--- config.mk ---
export PLATFORM = sky130hd
export DESIGN_NAME = mix_unmixer
export DESIGN_NICKNAME = d
export VERILOG_FILES = /design/src/rtl/mix_unmixer.sv
export SDC_FILE = /design/constraint.sdc
export NUM_CORES = 1
export LEC_CHECK = 0
export BUFFER_PORTS_ARGS = -buffer_cell sky130_fd_sc_hd__buf_2
export CELL_PAD_IN_SITES_DETAIL_PLACEMENT = 0
export CELL_PAD_IN_SITES_GLOBAL_PLACEMENT = 1
export CORE_UTILIZATION = 25
export CTS_CLUSTER_SIZE = 20
export DETAILED_ROUTE_END_ITERATION = 8
export PLACE_DENSITY_LB_ADDON = 0.1
export SKIP_LAST_GASP = 1
export SYNTH_ARGS = -nofsm -noshare
export SYNTH_HDL_FRONTEND = slang
export SYNTH_SLANG_ARGS = --single-unit
--- constraint.sdc ---
create_clock -name clk -period 5.75 [get_ports clk]
set_input_delay 0.575 -clock clk [delete_from_list [all_inputs] [get_ports clk]]
set_output_delay 0.575 -clock clk [all_outputs]
set_load 0.05 [all_outputs]
--- src/rtl/mix_unmixer.sv ---
// mix_unmixer: iterative inverse of the 8-lane add/xor-shift mixing round.
// A mixed 8-word frame is loaded lane 0 first. It is unmixed in place one lane
// operation per clock: an xor-undo sweep from lane 7 down to lane 0, then a
// subtract-undo sweep from lane 7 down to lane 0. The two sweeps repeat once
// per round. The recovered frame is then streamed out lane 0 first, with
// m_last marking the lane-7 beat.
module mix_unmixer #(
    parameter int W      = 32,
    parameter int SHIFT  = 16,
    parameter int ROUNDS = 1
) (
    input  logic         clk,
    input  logic         rst,
    input  logic         s_valid,
    output logic         s_ready,
    input  logic [W-1:0] s_data,
    output logic         m_valid,
    input  logic         m_ready,
    output logic [W-1:0] m_data,
    output logic         m_last,
    output logic         busy
);

    typedef enum logic [1:0] {
        ST_LOAD  = 2'd0,
        ST_XOR   = 2'd1,
        ST_SUB   = 2'd2,
        ST_DRAIN = 2'd3
    } state_t;

    // The round counter needs at least one bit, even when ROUNDS is 1.
    localparam int RW = (ROUNDS > 1) ? $clog2(ROUNDS) : 1;
    localparam logic [RW-1:0] LAST_ROUND = RW'(ROUNDS - 1);

    state_t        state_q, state_d;
    logic [2:0]    idx_q, idx_d;
    logic [RW-1:0] round_q, round_d;

    // Lane storage. Three lanes are read at once (the current lane plus two
    // neighbours), so the lanes are plain registers rather than a RAM.
    logic [W-1:0]  o_q [8];
    logic [W-1:0]  o_d [8];

    logic          lane_we;
    logic [W-1:0]  lane_wdata;
    logic [7:0]    lane_sel;

    // Neighbour indices wrap naturally mod 8 in 3-bit arithmetic.
    logic [2:0]    idx_xor_nbr;
    logic [2:0]    idx_sub_nbr;
    logic [W-1:0]  cur_lane;
    logic [W-1:0]  xor_nbr_lane;
    logic [W-1:0]  sub_nbr_lane;

    assign idx_xor_nbr  = idx_q + 3'd3;
    assign idx_sub_nbr  = idx_q - 3'd1;
    assign cur_lane     = o_q[idx_q];
    assign xor_nbr_lane = o_q[idx_xor_nbr];
    assign sub_nbr_lane = o_q[idx_sub_nbr];

    // Next-state, index, round and lane-write decode for the load/compute/drain sequence.
    always_comb begin
        state_d    = state_q;
        idx_d      = idx_q;
        round_d    = round_q;
        lane_we    = 1'b0;
        lane_wdata = s_data;
        case (state_q)
            ST_LOAD: begin
                if (s_valid) begin
                    lane_we    = 1'b1;
                    lane_wdata = s_data;
                    if (idx_q == 3'd7) begin
                        state_d = ST_XOR;
                        idx_d   = 3'd7;
                        round_d = '0;
                    end else begin
                        idx_d = idx_q + 3'd1;
                    end
                end
            end
            ST_XOR: begin
                // Walking down from lane 7, lane idx+3 still holds the value
                // the forward pass xored in, so a single xor restores it.
                lane_we    = 1'b1;
                lane_wdata = cur_lane ^ (xor_nbr_lane << SHIFT);
                idx_d      = idx_q - 3'd1;
                if (idx_q == 3'd0) begin
                    state_d = ST_SUB;
                    idx_d   = 3'd7;
                end
            end
            ST_SUB: begin
                // For the same reason, lane idx-1 still holds the value that
                // the forward add pass added in.
                lane_we    = 1'b1;
                lane_wdata = cur_lane - sub_nbr_lane;
                idx_d      = idx_q - 3'd1;
                if (idx_q == 3'd0) begin
                    if (round_q == LAST_ROUND) begin
                        state_d = ST_DRAIN;
                        idx_d   = 3'd0;
                    end else begin
                        state_d = ST_XOR;
                        idx_d   = 3'd7;
                        round_d = round_q + RW'(1);
                    end
                end
            end
            ST_DRAIN: begin
                if (m_ready) begin
                    if (idx_q == 3'd7) begin
                        state_d = ST_LOAD;
                        idx_d   = 3'd0;
                    end else begin
                        idx_d = idx_q + 3'd1;
                    end
                end
            end
            default: begin
                state_d = ST_LOAD;
                idx_d   = 3'd0;
                round_d = '0;
            end
        endcase
    end

    // Decode a one-hot write strobe for each lane.
    for (genvar gi = 0; gi < 8; gi++) begin : g_lane_sel
        assign lane_sel[gi] = lane_we && (idx_q == 3'(gi));
    end

    // Next value of every lane: only the selected lane takes the write data.
    always_comb begin
        for (int i = 0; i < 8; i++) begin
            o_d[i] = lane_sel[i] ? lane_wdata : o_q[i];
        end
    end

    // Sequencer registers: state, lane index and round counter.
    always_ff @(posedge clk) begin
        if (rst) begin
            state_q <= ST_LOAD;
            idx_q   <= 3'd0;
            round_q <= '0;
        end else begin
            state_q <= state_d;
            idx_q   <= idx_d;
            round_q <= round_d;
        end
    end

    // Lane registers. Reset clears them so no stale lanes survive an aborted frame.
    always_ff @(posedge clk) begin
        if (rst) begin
            for (int i = 0; i < 8; i++) begin
                o_q[i] <= '0;
            end
        end else begin
            for (int i = 0; i < 8; i++) begin
                o_q[i] <= o_d[i];
            end
        end
    end

    // All outputs are decoded from registered state only.
    assign s_ready = (state_q == ST_LOAD);
    assign m_valid = (state_q == ST_DRAIN);
    assign m_data  = m_valid ? cur_lane : '0;
    assign m_last  = m_valid && (idx_q == 3'd7);
    assign busy    = (state_q != ST_LOAD);

endmodule

==> flow_metrics.py <==
metrics = {
    "sta": {
        "hold_viol_final": 0,
        "drv_slew": 0,
        "period_minus_slack_ps": 5020,
        "tightestPinTransition_ps": 987,
        "slew_headroom_pct": 34.2,
        "setup_tns_ps": 0,
        "fin_crit_sh_pct": 87.3,
        "clock.fmax_mhz": 199,
        "setup_viol_count_final": 0,
        "rsz0062_at_grt": "no",
        "skew_ps": 17.0,
    },
    "global_routing": {
        "grt_overflow": 0,
        "antenna_found_initial": 0,
        "grt_pass1_wl_um": 95500,
        "grt_pass1_vias": 12287,
        "track_usage_pct": 19.9,
        "grt_max_degree": 71,
    },
    "floorplanning": {
        "chipHeight_um": 260,
        "ioPinCount": 72,
        "die-area_mm2": 0.0678,
        "core_mm2": 0.0659,
        "die_x_um": 260,
        "num_rows": 94,
        "initial_utilization_pct": 25.3,
    },
    "logic_synthesis": {
        "synth.most_common_cell": "edfxtp_1",
        "synth_area_mm2": 0.0167,
        "synth.distinct_cells": 83,
        "yosys-top-cells-area": "edfxtp_1, mux4_2, nor2_1, mux2i_1, ha_1",
        "ys.flop_type": "edfxtp_1",
        "synth_edf_count": 256,
        "syn-num-nets": 1458,
        "synth_xor_area_share_pct": 1.05,
        "yosys_register_bits": 264,
        "yosysSeqAreaShare_pct": 47.0,
        "synth_top_area_share_pct": 46.0,
        "synth_top_family_by_area": "multiplexers",
        "synthMuxAreaShare_pct": 22.2,
        "synth-simple-area-share_pct": 11.6,
        "syn_inst": 1377,
        "synth_fa_ha_area_share_pct": 3.42,
        "async_reset_ff_share_pct": 0,
        "synth_top_area_cell": "edfxtp_1",
        "synth_warnings": 0,
        "synth-compound-area-share_pct": 10.3,
        "syn_avg_cell_area_um2": 12.1,
        "synth_commonest_cells": "edfxtp_1, nor2_1, mux4_2, mux2i_1, inv_1",
    },
    "critical_path": {
        "cp_common_cell": "nand3_1",
        "crit_slowest_cell": "dfxtp_2",
        "crit_chain": "buf_4, mux4_2, mux2i_1, inv_1, ha_1, a21oi_1, o21ai_0, nand3_1, nand3_1, a211oi_1, a211oi_2, nor2_1",
        "worstPathArrival_ps": 5330,
        "start_kind": "register",
        "critPathBufInv": 2,
        "critPathMaxFanout": 18,
        "path_class": "reg2reg",
        "required_ps": 6060,
        "max_stage_delay_ps": 740,
        "crit_family": "compound AO/OA/AOI/OAI gates",
        "cp-end-kind": "register",
    },
    "place": {
        "portBuffers": 71,
        "place_hpwl_um": 45800,
        "gp_congestion": 0.844,
    },
    "detailed_routing": {
        "via_per_inst": 5.34,
        "drc": 0,
        "wirelength_um": 68400,
        "wl_per_cell_um": 29.5,
        "vias": 12361,
        "firstDrtPassIters": 7,
        "first_iter_violations": 1129,
        "postRouteAntennaNets": 0,
    },
    "clock_tree": {
        "clk_pin_slew_ps": 70,
        "post_cts_resized": 0,
        "cts.sinks": 264,
        "cts.hold.buffers_added": 0,
        "cts_buffers": 31,
        "root_buffer": "clkbuf_16",
        "htree_levels": 1,
        "cts_tree": "yes",
        "clock_path_buffers": 3,
        "insertion_delay_ps": 590,
        "post-cts-setup-buffers": 0,
    },
    "power": {
        "power_w": 0.00627,
        "power.leakage_nw": 7.01,
        "power_density_mw_per_mm2": 328,
        "max-vdd-ir-drop_uv": 180,
    },
    "hold_path": {
        "hold_path_class": "in2reg",
    },
    "finish": {
        "syn2layout_area_growth_pct": 14.3,
        "fill_cells": 6800,
        "num_antenna_cells": 0,
        "nets": 1508,
        "utilization_pct": 29.0,
        "layout-drive-gt1-share_pct": 24.1,
    },
    "outcome": {
        "outcome": "complete, no violations",
    },
    "job": {
        "maxCapViolCount": 0,
    },
}
## flip-flops by register name (all words and copies together) (netlist names), named ones only
signal and flops:
o_q 256, idx_q 3, state_q 2
## per-stage QoR
step	cell area, µm²	setup slack [ps]	hold slack (ps)	cells
after floorplan	16700	610	507	1377
after global placement	18200	781	536	2258
after detailed placement	18200	767	544	2258
after CTS	19100	772	449	2315
after global routing	19100	360	504	2315
final	19100	732	474	2315
## worst register-to-register path: cells and delay by family (launching register included)
family / cells / cell delay (ps)
flip-flops: 1 / 740
AO/OA/AOI/OAI: 4 / 1410
multiplexers: 2 / 800
adder cells (fa/ha/maj): 1 / 540
AND/OR/NAND/NOR: 3 / 710
buffers and inverters: 2 / 530
## kinds of logic (layout without fill, tap and decap cells)
family / Yosys count / in the layout
AOI/OAI and AO/OA: 235 / 235
xor gates and xnor gates: 20 / 20
adders and majority gates: 45 / 45
buffers and inverters: 165 / 239
DFF: 264 / 264
muxes: 216 / 216
and+or+nand+nor: 432 / 432
## cell type report
class,count,area [µm²],area share [%]
clock inverter,21,134,0.702
multi-input combinational,948,8210,43.0
tap,864,1080,5.67
clock buffer,36,795,4.16
sequential,264,7860,41.2
inverter,67,251,1.32
timing repair buffer,115,748,3.92
## per-layer routing
layer	part of all wire [%]	global-route usage, %	routed length (µm)
met5	0	0	0
met4	1.7	3.80	1140
met3	4.3	1.28	2910
met2	48	33.7	32800
met1	46	28.1	31600
## layout by cell type (no fill, tap or decap), types with 42 or more instances in the layout
cell type,n
nand2_1,50
buf_2,71
a21oi_1,53
nor3_1,45
mux2i_1,80
edfxtp_1,256
ha_1,42
mux4_2,120
nor2_1,226
inv_1,67
## power by group
group          switching [W]  total (W)  internal, W
Clock               0.000851    0.00188      0.00103
Sequential         0.0000729    0.00231      0.00224
Combinational        0.00133    0.00208     0.000751
Total                0.00225    0.00627      0.00402
## worst paths after layout
check | startpoint | end | slack (ps) | depth (start not counted)
worst max-delay path | register | o_q[7][24]$_DFFE_PP_ | 730 | 12
worst min-delay path | s_data[2] | o_q[7][2]$_DFFE_PP_ | 470 | 3
worst max register to register | register | o_q[7][24]$_DFFE_PP_ | 730 | 12
worst min register to register | state_q[1]$_SDFFE_PP0P_ | state_q[1]$_SDFFE_PP0P_ | 550 | 2
(Power assumes the default switching activity.)
